### config.mk
export PLATFORM = sky130hd
export DESIGN_NAME = linebuf_reader_flat
export DESIGN_NICKNAME = d
export VERILOG_FILES = /design/src/rtl/linebuf_reader_pkg.sv /design/src/rtl/linebuf_reader_if.sv /design/src/rtl/linebuf_skid_fifo.sv /design/src/rtl/linebuf_reader.sv /design/src/flat_wrapper.sv
export SDC_FILE = /design/constraint.sdc
export NUM_CORES = 1
export LEC_CHECK = 0
export ABC_AREA = 1
export BUFFER_PORTS_ARGS = -buffer_cell sky130_fd_sc_hd__buf_2
export CAP_MARGIN = 25
export CORE_MARGIN = 2
export CORE_UTILIZATION = 45
export CTS_BUF_LIST = sky130_fd_sc_hd__clkbuf_16
export DETAILED_ROUTE_END_ITERATION = 16
export HOLD_SLACK_MARGIN = 0.05
export PLACE_DENSITY = 0.64
export SLEW_MARGIN = 40
export SYNTH_ARGS = -nofsm -noshare
export SYNTH_HDL_FRONTEND = slang
export SYNTH_SLANG_ARGS = --single-unit
### constraint.sdc
create_clock -name clk -period 2 [get_ports clk]
set_clock_uncertainty 0.1 [all_clocks]
set_input_delay 0.1 -clock clk [delete_from_list [all_inputs] [get_ports clk]]
set_output_delay 0.1 -clock clk [all_outputs]
set_load 0.02 [all_outputs]
### src/rtl/linebuf_reader_pkg.sv
// linebuf_reader shared types: data width and read-sequencer FSM states.
// Imported by the interface, the skid FIFO and the top.
package linebuf_reader_pkg;

  localparam int DWIDTH = 16;

  typedef enum logic [1:0] {
    IDLE  = 2'd0,
    READ  = 2'd1,
    DRAIN = 2'd2
  } state_t;

endpackage

### src/rtl/linebuf_reader_if.sv
// linebuf_reader bus: line command, line-buffer read port, output stream.
// slave = sequencer side, master = controller/memory/sink side.
interface linebuf_reader_if #(
  parameter int BSIZE = 5
);

  localparam int DW = linebuf_reader_pkg::DWIDTH;

  logic                 start;
  logic [BSIZE:0]       line_len;
  logic                 busy;
  logic                 done;
  logic [BSIZE-1:0]     mem_addr;
  logic signed [DW-1:0] read_data;
  logic signed [DW-1:0] out_data;
  logic                 out_valid;
  logic                 out_ready;

  modport slave (
    input  start, line_len, read_data, out_ready,
    output busy, done, mem_addr, out_data, out_valid
  );

  modport master (
    output start, line_len, read_data, out_ready,
    input  busy, done, mem_addr, out_data, out_valid
  );

endinterface

### src/rtl/linebuf_skid_fifo.sv
// 2-entry registered FIFO; head kept in r_head so o_data is a flop.
// Ports: clk, rst, i_push/i_data, i_pop, o_data, o_valid, o_count.
module linebuf_skid_fifo
  import linebuf_reader_pkg::*;
(
  input  logic                     clk,
  input  logic                     rst,
  input  logic                     i_push,
  input  logic signed [DWIDTH-1:0] i_data,
  input  logic                     i_pop,
  output logic signed [DWIDTH-1:0] o_data,
  output logic                     o_valid,
  output logic [1:0]               o_count
);

  logic signed [DWIDTH-1:0] r_head;
  logic signed [DWIDTH-1:0] r_tail;
  logic [1:0]               r_count;
  logic                     w_pop;
  logic                     w_push;

  assign w_pop  = i_pop & (r_count != 2'd0);
  assign w_push = i_push & ((r_count != 2'd2) | w_pop);

  always_ff @(posedge clk) begin
    if (rst) begin
      r_head  <= '0;
      r_tail  <= '0;
      r_count <= 2'd0;
    end else begin
      unique case ({w_push, w_pop})
        2'b10: begin
          if (r_count == 2'd0) r_head <= i_data;
          else                 r_tail <= i_data;
          r_count <= r_count + 2'd1;
        end
        2'b01: begin
          r_head  <= r_tail;
          r_count <= r_count - 2'd1;
        end
        2'b11: begin
          if (r_count == 2'd1) begin
            r_head <= i_data;
          end else begin
            r_head <= r_tail;
            r_tail <= i_data;
          end
        end
        default: ;
      endcase
    end
  end

  assign o_data  = r_head;
  assign o_valid = (r_count != 2'd0);
  assign o_count = r_count;

endmodule

### src/rtl/linebuf_reader.sv
// Line-buffer read sequencer: walks 0..len-1, absorbs 1-cycle read
// latency, streams words valid/ready at full rate through a 2-deep skid.
// Ports: clk, rst (sync, high), bus (linebuf_reader_if.slave).
// LINEBUF_READER_ZERO_PAD_EN: emit one zero word before and after a line.
module linebuf_reader
  import linebuf_reader_pkg::*;
#(
  parameter int BSIZE = 5
) (
  input logic             clk,
  input logic             rst,
  linebuf_reader_if.slave bus
);

  localparam int CW = BSIZE + 2;

  state_t                   r_state;
  logic                     r_busy;
  logic                     r_done;
  logic                     r_inflight;
  logic                     r_inflight_pad;
  logic [CW-1:0]            r_total;
  logic [CW-1:0]            r_slot;
  logic [BSIZE-1:0]         r_addr;
  logic [BSIZE-1:0]         r_mem_addr;

  logic [CW-1:0]            w_total;
  logic [1:0]               w_count;
  logic                     w_valid;
  logic signed [DWIDTH-1:0] w_data;
  logic signed [DWIDTH-1:0] w_push_data;
  logic                     w_pop;
  logic                     w_credit;
  logic                     w_issue;
  logic                     w_issue_rd;
  logic                     w_pad;
  logic                     w_last;
  logic                     w_drained;

  assign w_pop       = w_valid & bus.out_ready;
  assign w_push_data = r_inflight_pad ? '0 : bus.read_data;
  assign w_last      = (r_slot == r_total - CW'(1));

`ifdef LINEBUF_READER_ZERO_PAD_EN
  assign w_total = {1'b0, bus.line_len} + CW'(2);
  assign w_pad   = (r_slot == '0) | w_last;
`else
  assign w_total = {1'b0, bus.line_len};
  assign w_pad   = 1'b0;
`endif

  // Occupancy plus in-flight word may not exceed 2 after this cycle,
  // so a pop in the same cycle frees the slot for a new issue.
  always_comb begin
    w_credit = 1'b0;
    unique case ({w_count, r_inflight})
      3'b000, 3'b001, 3'b010: w_credit = 1'b1;
      3'b011, 3'b100:         w_credit = w_pop;
      default:                w_credit = 1'b0;
    endcase
  end

  assign w_issue    = (r_state == READ) & w_credit;
  assign w_issue_rd = w_issue & ~w_pad;

  // Looking one cycle ahead keeps done a flop yet lands it in the
  // first cycle the FIFO is empty with nothing in flight.
  assign w_drained = ~r_inflight &
    ((w_count == 2'd0) | ((w_count == 2'd1) & w_pop));

  always_ff @(posedge clk) begin
    if (rst) begin
      r_state        <= IDLE;
      r_busy         <= 1'b0;
      r_done         <= 1'b0;
      r_inflight     <= 1'b0;
      r_inflight_pad <= 1'b0;
      r_total        <= '0;
      r_slot         <= '0;
      r_addr         <= '0;
      r_mem_addr     <= '0;
    end else begin
      r_inflight     <= w_issue;
      r_inflight_pad <= w_issue & w_pad;
      r_done         <= 1'b0;
      if (w_issue) r_slot <= r_slot + CW'(1);
      if (w_issue_rd) begin
        r_addr     <= r_addr + BSIZE'(1);
        r_mem_addr <= r_addr;
      end
      unique case (r_state)
        IDLE: begin
          if (bus.start) begin
            r_total <= w_total;
            r_slot  <= '0;
            r_addr  <= '0;
            r_busy  <= 1'b1;
            r_state <= (w_total == '0) ? DRAIN : READ;
          end
        end
        READ: begin
          if (w_issue & w_last) r_state <= DRAIN;
        end
        DRAIN: begin
          if (r_done) begin
            r_state <= IDLE;
            r_busy  <= 1'b0;
          end else if (w_drained) begin
            r_done <= 1'b1;
          end
        end
        default: r_state <= IDLE;
      endcase
    end
  end

  linebuf_skid_fifo u_fifo (
    .clk     (clk),
    .rst     (rst),
    .i_push  (r_inflight),
    .i_data  (w_push_data),
    .i_pop   (w_pop),
    .o_data  (w_data),
    .o_valid (w_valid),
    .o_count (w_count)
  );

  assign bus.busy      = r_busy;
  assign bus.done      = r_done;
  assign bus.mem_addr  = w_issue_rd ? r_addr : r_mem_addr;
  assign bus.out_data  = w_data;
  assign bus.out_valid = w_valid;

endmodule

### src/flat_wrapper.sv
// flat-port wrapper written by rule: the top's interface ports become plain ports
module linebuf_reader_flat import linebuf_reader_pkg::*;
#(
  parameter int BSIZE = 5
)
  (clk, rst, bus_start, bus_line_len, bus_read_data, bus_out_ready, bus_busy, bus_done, bus_mem_addr, bus_out_data, bus_out_valid);
  linebuf_reader_if #(.BSIZE(BSIZE)) bus_i ();
  input logic clk;
  input logic rst;
  input wire logic [$bits(bus_i.start)-1:0] bus_start;
  input wire logic [$bits(bus_i.line_len)-1:0] bus_line_len;
  input wire logic [$bits(bus_i.read_data)-1:0] bus_read_data;
  input wire logic [$bits(bus_i.out_ready)-1:0] bus_out_ready;
  output wire logic [$bits(bus_i.busy)-1:0] bus_busy;
  output wire logic [$bits(bus_i.done)-1:0] bus_done;
  output wire logic [$bits(bus_i.mem_addr)-1:0] bus_mem_addr;
  output wire logic [$bits(bus_i.out_data)-1:0] bus_out_data;
  output wire logic [$bits(bus_i.out_valid)-1:0] bus_out_valid;
  assign bus_i.start = bus_start;
  assign bus_i.line_len = bus_line_len;
  assign bus_i.read_data = bus_read_data;
  assign bus_i.out_ready = bus_out_ready;
  assign bus_busy = bus_i.busy;
  assign bus_done = bus_i.done;
  assign bus_mem_addr = bus_i.mem_addr;
  assign bus_out_data = bus_i.out_data;
  assign bus_out_valid = bus_i.out_valid;
  linebuf_reader #(.BSIZE(BSIZE)) u_core (.clk(clk), .rst(rst), .bus(bus_i));
endmodule
==> metrics.txt, run 1 <==
FF+latch area=0.00124 mm²; Detailed Route WL=roughly 7100 µm; Max-slew headroom=0.603; root buffer cell=clkbuf_16; Worst path depth=13; Core Footprint=around 0.0063 mm²; Via Count=a little under 3000; Inst Count DP=approximately 540; aggregate global-route resource usage=0.204; cell taking the most area after synthesis=dfxtp_1; Crit Reg-Reg Endpoint=u_core.r_addr[4]$_SDFF_PP0_; Clk Latency, worst-skew pair=around 0.32 ns; Vias/cell=4.94; full die area=roughly 0.007 mm²; Reg-to-Reg Start=u_core.u_fifo.o_count[0]$_SDFFE_PP0P_; VDD IR-drop max=about 0.0008 V; synthesized net count=around 440; final setup vio count=2; CP max stage cell=dfxtp_2; RSZ-0062 raised after global routing=true; Clock Path Buffers=2; required time worst endpoint=around 1.8 ns; antenna violations before repair=0; Avg WL per Cell=about 12 µm; CP max stage delay=0.32 ns; non-filler instance count after layout=around 590; ANT nets after route=0; pin count of the biggest net entering global routing=between 40 and 50; Syn. warnings=0; CTS tree=built; worst-path maximum fanout=5; Hold Slack=0.0726 ns; final-report hold violation count=0; Pwr per Cell Area=1490 mW/mm²; met2 Track Usage GR=0.353; CP Capture Type=primary output; Final Wtd Congestion=roughly 0.85; Reg2Reg Depth=11; Syn Inst Count=between 400 and 500; Yosys cell types=33; area grow syn2layout=37.9%; CP delay by family, top=simple AND/OR/NAND/NOR gates; met3 Use GR=0.0560; die extent in x=~85 µm; Hold WC Path Type=input port to flip-flop; Row Count=29; worst-margin pin slew=between 0.5 and 0.6 ns; first-pass GRT wire length=11800 µm; Num CTS Buffers=9; Syn Area/Cell=~7 µm²; iteration-0 DRC count of the detailed router=~180; Max Cap Viol=0; Detailed Routing Iterations Pass 1=4; fin worst setup slack=-0.0241 ns; period utilisation layout=1.01; setup TNS=-0.0310 ns; multi-input logic area=around 0.0014 mm²; r2r setup slk=approximately 0.07 ns; CP cell instances=inv_2 -> ha_4 -> inv_4 -> nand2_4 -> nand2_4 -> nand2_2 -> nand2_2 -> nand2_4 -> inv_4 -> or2_4 -> o21ai_2 -> inv_1 -> buf_6; FMAX=just under 500 MHz; drt drc=0; sequential area share after synthesis=0.424; Synth top area share=0.424; status=complete, but fails checks; CP most frequent cell=nand2_4; Overflow after GRT=0; ant diodes=0; Initial Util=0.464; Leak Pwr=about 1.9 nW; H-tree depth=3; flops & latches, synth=62; number of global-route vias before repair=about 2800; post-synthesis cell area=between 0.002 and 0.003 mm²; critical path capture point=bus_mem_addr[4]; Worst Path Buf+Inv=5; Crit Path Class=flip-flop to primary output; met1 Use GR=0.236; Core Util, Final=0.640; Port-buffer cells=between 40 and 50; layout cells sized above 1=0.246; Area contributors post-synth=dfxtp_1, o21ai_0, nand2_1; fin. max-slew vios=0; die height=about 85 µm; GR peak layer=met2; post-DP HPWL=around 4400 µm; io pins=50; Setup crit start kind=flip-flop; CTS sink count=a little over 60; Fillers=around 560; fin crit period=just over 2 ns; nets=539; Crit. Startpoint=u_core.u_fifo.o_count[0]$_SDFFE_PP0P_; failing checks=setup timing; worst path arrival time=~1.8 ns; Clk pin slew, worst setup/hold paths=about 0.05 ns
==> synthesized netlist by cell type, drive strengths merged <==
| library cell | instances |
|---|---|
| nor3 | 3 |
| a211oi | 2 |
| or2 | 7 |
| nand3 | 17 |
| nand4 | 2 |
| a31oi | 1 |
| dfxtp | 62 |
| nor2 | 33 |
| nor3b | 1 |
| clkbuf | 7 |
| xnor2 | 1 |
| nand3b | 1 |
| xor2 | 1 |
| and3 | 1 |
| a21oi | 52 |
| nor4 | 1 |
| inv | 58 |
| ha | 6 |
| buf | 11 |
| o21ai | 66 |
| nand2 | 79 |
==> cell families after synthesis <==
group | Yosys count | share of synthesized area
and+or+nand+nor | 145 | 0.214
AOI/OAI and AO/OA | 121 | 0.216
buffers and inverters | 76 | 0.114
DFF | 62 | 0.424
adders and majority gates | 6 | 0.0256
xor gates and xnor gates | 2 | 0.00598
==> where the power goes <==
part	switching [mW]	internal, mW
clock	0.558	0.954
sequential	0.178	1.54
combinational	1.58	1.20
total	2.31	3.70
==> area by class of cell <==
type                            instances  area share
Clock inverter                          7      0.0161
Tap cell                               77      0.0239
Multi-Input combinational cell        274       0.354
Timing Repair Buffer                  102       0.187
Clock buffer                            9      0.0558
Sequential cell                        62       0.308
Inverter                               58      0.0551
==> state kept, by name (all words and copies together) (netlist names), 2 cells and up <==
signal	count
u_core.u_fifo.o_data	16
u_core.u_fifo.r_tail	16
u_core.r_slot	7
u_core.r_total	6
u_core.r_addr	5
u_core.r_mem_addr	5
u_core.r_state	2
u_core.u_fifo.o_count	2
==> routing by layer <==
layer,vias to the layer above,routed length [µm]
met5,-,0
met4,0,143
met3,14,211
met2,51,3690
met1,1315,3080
li1,1527,-
==> cell usage in the layout (no fill, tap or decap), types with 16 or more instances in the layout <==
master | Yosys | routed
nor2_1 | 30 | 30
o21ai_0 | 59 | 57
dfxtp_1 | 62 | 60
nand3_1 | 17 | 16
dlygate4sd3_1 | 0 | 23
a21oi_1 | 51 | 51
nand2_1 | 75 | 72
buf_4 | 3 | 28
inv_1 | 55 | 52
buf_2 | 5 | 44
==> how the worst min path moves through the flow <==
stage | startpoint | end | slack, ns | cells after the start
finish | bus_out_ready | u_core.bus.done$_SDFF_PP0_ | 0.07 | 3
global route | bus_out_ready | u_core.bus.done$_SDFF_PP0_ | 0.09 | 3
CTS | bus_start | u_core.r_state[0]$_SDFFE_PP0P_ | 0.06 | 5
detailed placement | bus_read_data[12] | u_core.u_fifo.r_tail[12]$_SDFFE_PP0P_ | 0.26 | 3
global placement | bus_read_data[11] | u_core.u_fifo.r_tail[11]$_SDFFE_PP0P_ | 0.25 | 3
floorplan | bus_read_data[14] | u_core.u_fifo.r_tail[14]$_SDFFE_PP0P_ | 0.15 | 2
==> tightest hold or removal path: cells and delay by family <==
kind / cells / cell delay (ns)
AOI/OAI and AO/OA: 1 / 0.15
buffers and inverters: 1 / 0.14
and+or+nand+nor: 1 / 0.05
==> metrics by stage <==
stage	instance area, µm²	setup WS, ns	power (mW)
floorplan	2930	0.0127	3.36
global placement	3290	-0.0828	3.94
detailed placement	3300	0.0709	3.99
CTS	3950	-0.0280	5.86
global route	4040	-0.105	6.43
finish	4040	-0.0241	6.01
==> repair_timing <==
| action | CTS | global route |
|---|---|---|
| resized for setup | 21 | 13 |
| pin swaps | 5 | 8 |
| buffers inserted | 10 | 6 |
| endpoints found under the setup margin | 5 | 8 |
| endpoints found under the hold margin | 41 | 0 |
| hold buffers | 23 | 0 |
No activity file was read; power rests on OpenSTA's default activity.
==> run 2, diff against run 1 <==
--- a/config.mk
+++ b/config.mk
@@ -5,7 +5,6 @@
 export SDC_FILE = /design/constraint.sdc
 export NUM_CORES = 1
 export LEC_CHECK = 0
-export ABC_AREA = 1
 export BUFFER_PORTS_ARGS = -buffer_cell sky130_fd_sc_hd__buf_2
 export CAP_MARGIN = 25
 export CORE_MARGIN = 2
==> run 2 against run 1 <==
  * The flow still finishes with violations (setup timing)
  * Core utilization is 0.44 points higher
  * Critical endpoint is now bus_mem_addr[0]
  * Largest power group is now the clock network
  * Clock power rose by 11%
  * Critical path type unchanged
  * Global-route usage is 0.68 points lower
  * Synthesized area decreased by 0.68%
  * Count of clock-buffer cells in the layout stayed put
  * Highest routed layer unchanged
  * Fmax shrank 8.4%
  * Combinational power shrank 53%
==> metrics.txt, run 2 <==
Max-slew headroom=0.689; Clock Path Buffers=2; aggregate global-route resource usage=0.197; Detailed Routing Iterations Pass 1=4; post-synthesis cell area=roughly 0.0029 mm²; drt drc=0; CTS sink count=62; ys async rst share=0; fin. max-slew vios=0; VDD IR-drop max=~0.00074 V; Crit Path Class=flip-flop to primary output; io pins=50; root buffer cell=clkbuf_16; fin crit period=~2.2 ns; worst path arrival time=2.01 ns; most common cell after layout, fill and taps aside=nor2_1; fin worst setup slack=-0.211 ns; Inst Count DP=~430; Clk Latency, worst-skew pair=around 0.33 ns; most common cell in the netlist=dfxtp_1; Synth top area share=0.427; CP Capture Type=primary output; Core Footprint=0.00631 mm²; Max Cap Viol=0; Row Count=29; ys flop type=dfxtp_1; final-report hold violation count=0; Detailed Route WL=roughly 6500 µm; CTS tree=built; most frequent cells in the layout=nor2_1, dfxtp_1, buf_2; die height=about 84 µm; synthesized net count=338; Post-DP Area=0.00336 mm²; Via Count=roughly 2500; flops & latches, synth=62; Overflow after GRT=0; Vias/cell=just over 5; Syn Area/Cell=9.51 µm²; failing checks=setup timing; first-pass GRT wire length=11200 µm; worst-margin pin slew=0.459 ns; Syn Inst Count=slightly above 300; Post-synth EDFFs=0; Area contributors post-synth=dfxtp_1, mux2i_1, nor2_1; Hold WC Path Type=input port to flip-flop; Fillers=between 500 and 600; CP max stage cell=or3b_4; worst-path maximum fanout=6; iteration-0 DRC count of the detailed router=66; Final Wtd Congestion=slightly above 0.8; required time worst endpoint=~1.8 ns; CP delay by family, top=simple AND/OR/NAND/NOR gates; synth cell count leaders=dfxtp_1, nor2_1, mux2i_1; Yosys cell types=44; CP max stage delay=approximately 0.38 ns; number of global-route vias before repair=approximately 2400; pin count of the biggest net entering global routing=33; Avg WL per Cell=between 10 and 15 µm; ant diodes=0; Initial Util=0.461; FMAX=between 400 and 500 MHz; H-tree depth=3; final setup vio count=10; Clk pin slew, worst setup/hold paths=~0.060 ns; final instance area=between 0.004 and 0.005 mm²; sequential area share after synthesis=0.427; antenna violations before repair=0; Setup crit start kind=flip-flop; nets=approximately 430; status=complete, but fails checks; Num CTS Buffers=9; area grow syn2layout=39.8%; full die area=roughly 0.0071 mm²; ANT nets after route=0; RSZ-0062 raised after global routing=true; CP cell instances=inv_4 -> ha_4 -> or3b_4 -> a21oi_4 -> o21ai_4 -> mux2_4 -> buf_6; Leak Pwr=roughly 1.9 nW; non-filler instance count after layout=just under 500; layout cells sized above 1=0.291; Port-buffer cells=around 50; cell taking the most area after synthesis=dfxtp_1; die extent in x=between 80 and 90 µm; Pwr per Cell Area=1090 mW/mm²; post-DP HPWL=about 4200 µm; Syn. warnings=0; period utilisation layout=1.11; Worst Path Buf+Inv=2
[run 2: cell types whose count changed after synthesis, sizes merged, moves of 8 or more]
cell,before,now
nand2,79,5
o21ai,66,4
inv,58,8
a21oi,52,9
mux2i,0,37
nor2,33,61
a211oi,2,18
xor2,1,15
nand3,17,5
nor2b,0,8
o211ai,0,8
[run 2: routing by layer]
metal,global-route usage,part of all wire,vias to the layer above
li1,-,-,1257
met1,0.240,0.45,1148
met2,0.331,0.49,47
met3,0.0452,0.042,10
met4,0.0938,0.022,0
met5,0,0,-
[run 2: worst reg2reg max path: cells and delay by family (launching register included)]
kind / cells / cell delay, ns
flops: 1 / 0.35
simple gates: 2 / 0.56
compound gates: 3 / 0.46
buf+inv: 4 / 0.45
fa+ha+maj: 1 / 0.15
[run 2: metrics by stage]
stage	utilization	hold WS, ns	power [mW]	TNS [ns]	setup WS [ns]
6_report	0.644	0.0933	4.44	-1.39	-0.211
5_1_grt	0.644	0.113	4.66	-2.75	-0.291
4_1_cts	0.642	0.0846	4.46	-1.34	-0.232
3_5_place_dp	0.532	0.251	2.69	-0.199	-0.0666
3_3_place_gp	0.532	0.245	2.68	-0.0188	-0.0121
2_1_floorplan	-	0.139	2.32	-0.781	-0.170
[run 2: timing repair]
| action | in CTS | in global routing |
|---|---|---|
| buffers inserted | 6 | 2 |
| endpoints found under the hold margin | 39 | 0 |
| resized for setup | 12 | 6 |
| hold buffers | 28 | 0 |
| pin swaps | 4 | 4 |
| endpoints found under the setup margin | 11 | 20 |
[run 2: cell type report]
cell class | count | area, µm² | area share
repair buffers | 103 | 774 | 0.190
multi-input cells | 216 | 1590 | 0.392
well taps | 77 | 96.3 | 0.0237
flip-flops and latches | 62 | 1250 | 0.306
clock buffers | 9 | 225 | 0.0554
clock inverters | 7 | 97.6 | 0.0240
inverters | 8 | 32.5 | 0.00800
[run 2: cell families after synthesis]
group | share of synthesized area
AOI/OAI and AO/OA | 0.131
xor gates and xnor gates | 0.0572
adders and majority gates | 0.0258
buffers and inverters | 0.0447
DFF | 0.427
muxes | 0.152
and+or+nand+nor | 0.163
[run 2: path summary, 6_finish.rpt]
| path | from | endpoint | slack, ns | cells after the start |
|---|---|---|---|---|
| max | u_core.u_fifo.o_count[1]$_SDFFE_PP0P_ | bus_mem_addr[0] | -0.21 | 7 |
| min | bus_out_ready | u_core.bus.done$_SDFF_PP0_ | 0.09 | 3 |
| max reg2reg | u_core.u_fifo.o_count[1]$_SDFFE_PP0P_ | u_core.r_state[1]$_SDFFE_PP0P_ | -0.14 | 10 |
| min reg2reg | u_core.bus.busy$_SDFFE_PP0P_ | u_core.bus.busy$_SDFFE_PP0P_ | 0.39 | 2 |
[run 2: where the power goes]
group | switching, mW | total (mW) | internal, mW
logic | 0.721 | 1.30 | 0.579
registers | 0.0820 | 1.47 | 1.39
clock network | 0.578 | 1.67 | 1.09
total | 1.38 | 4.44 | 3.06
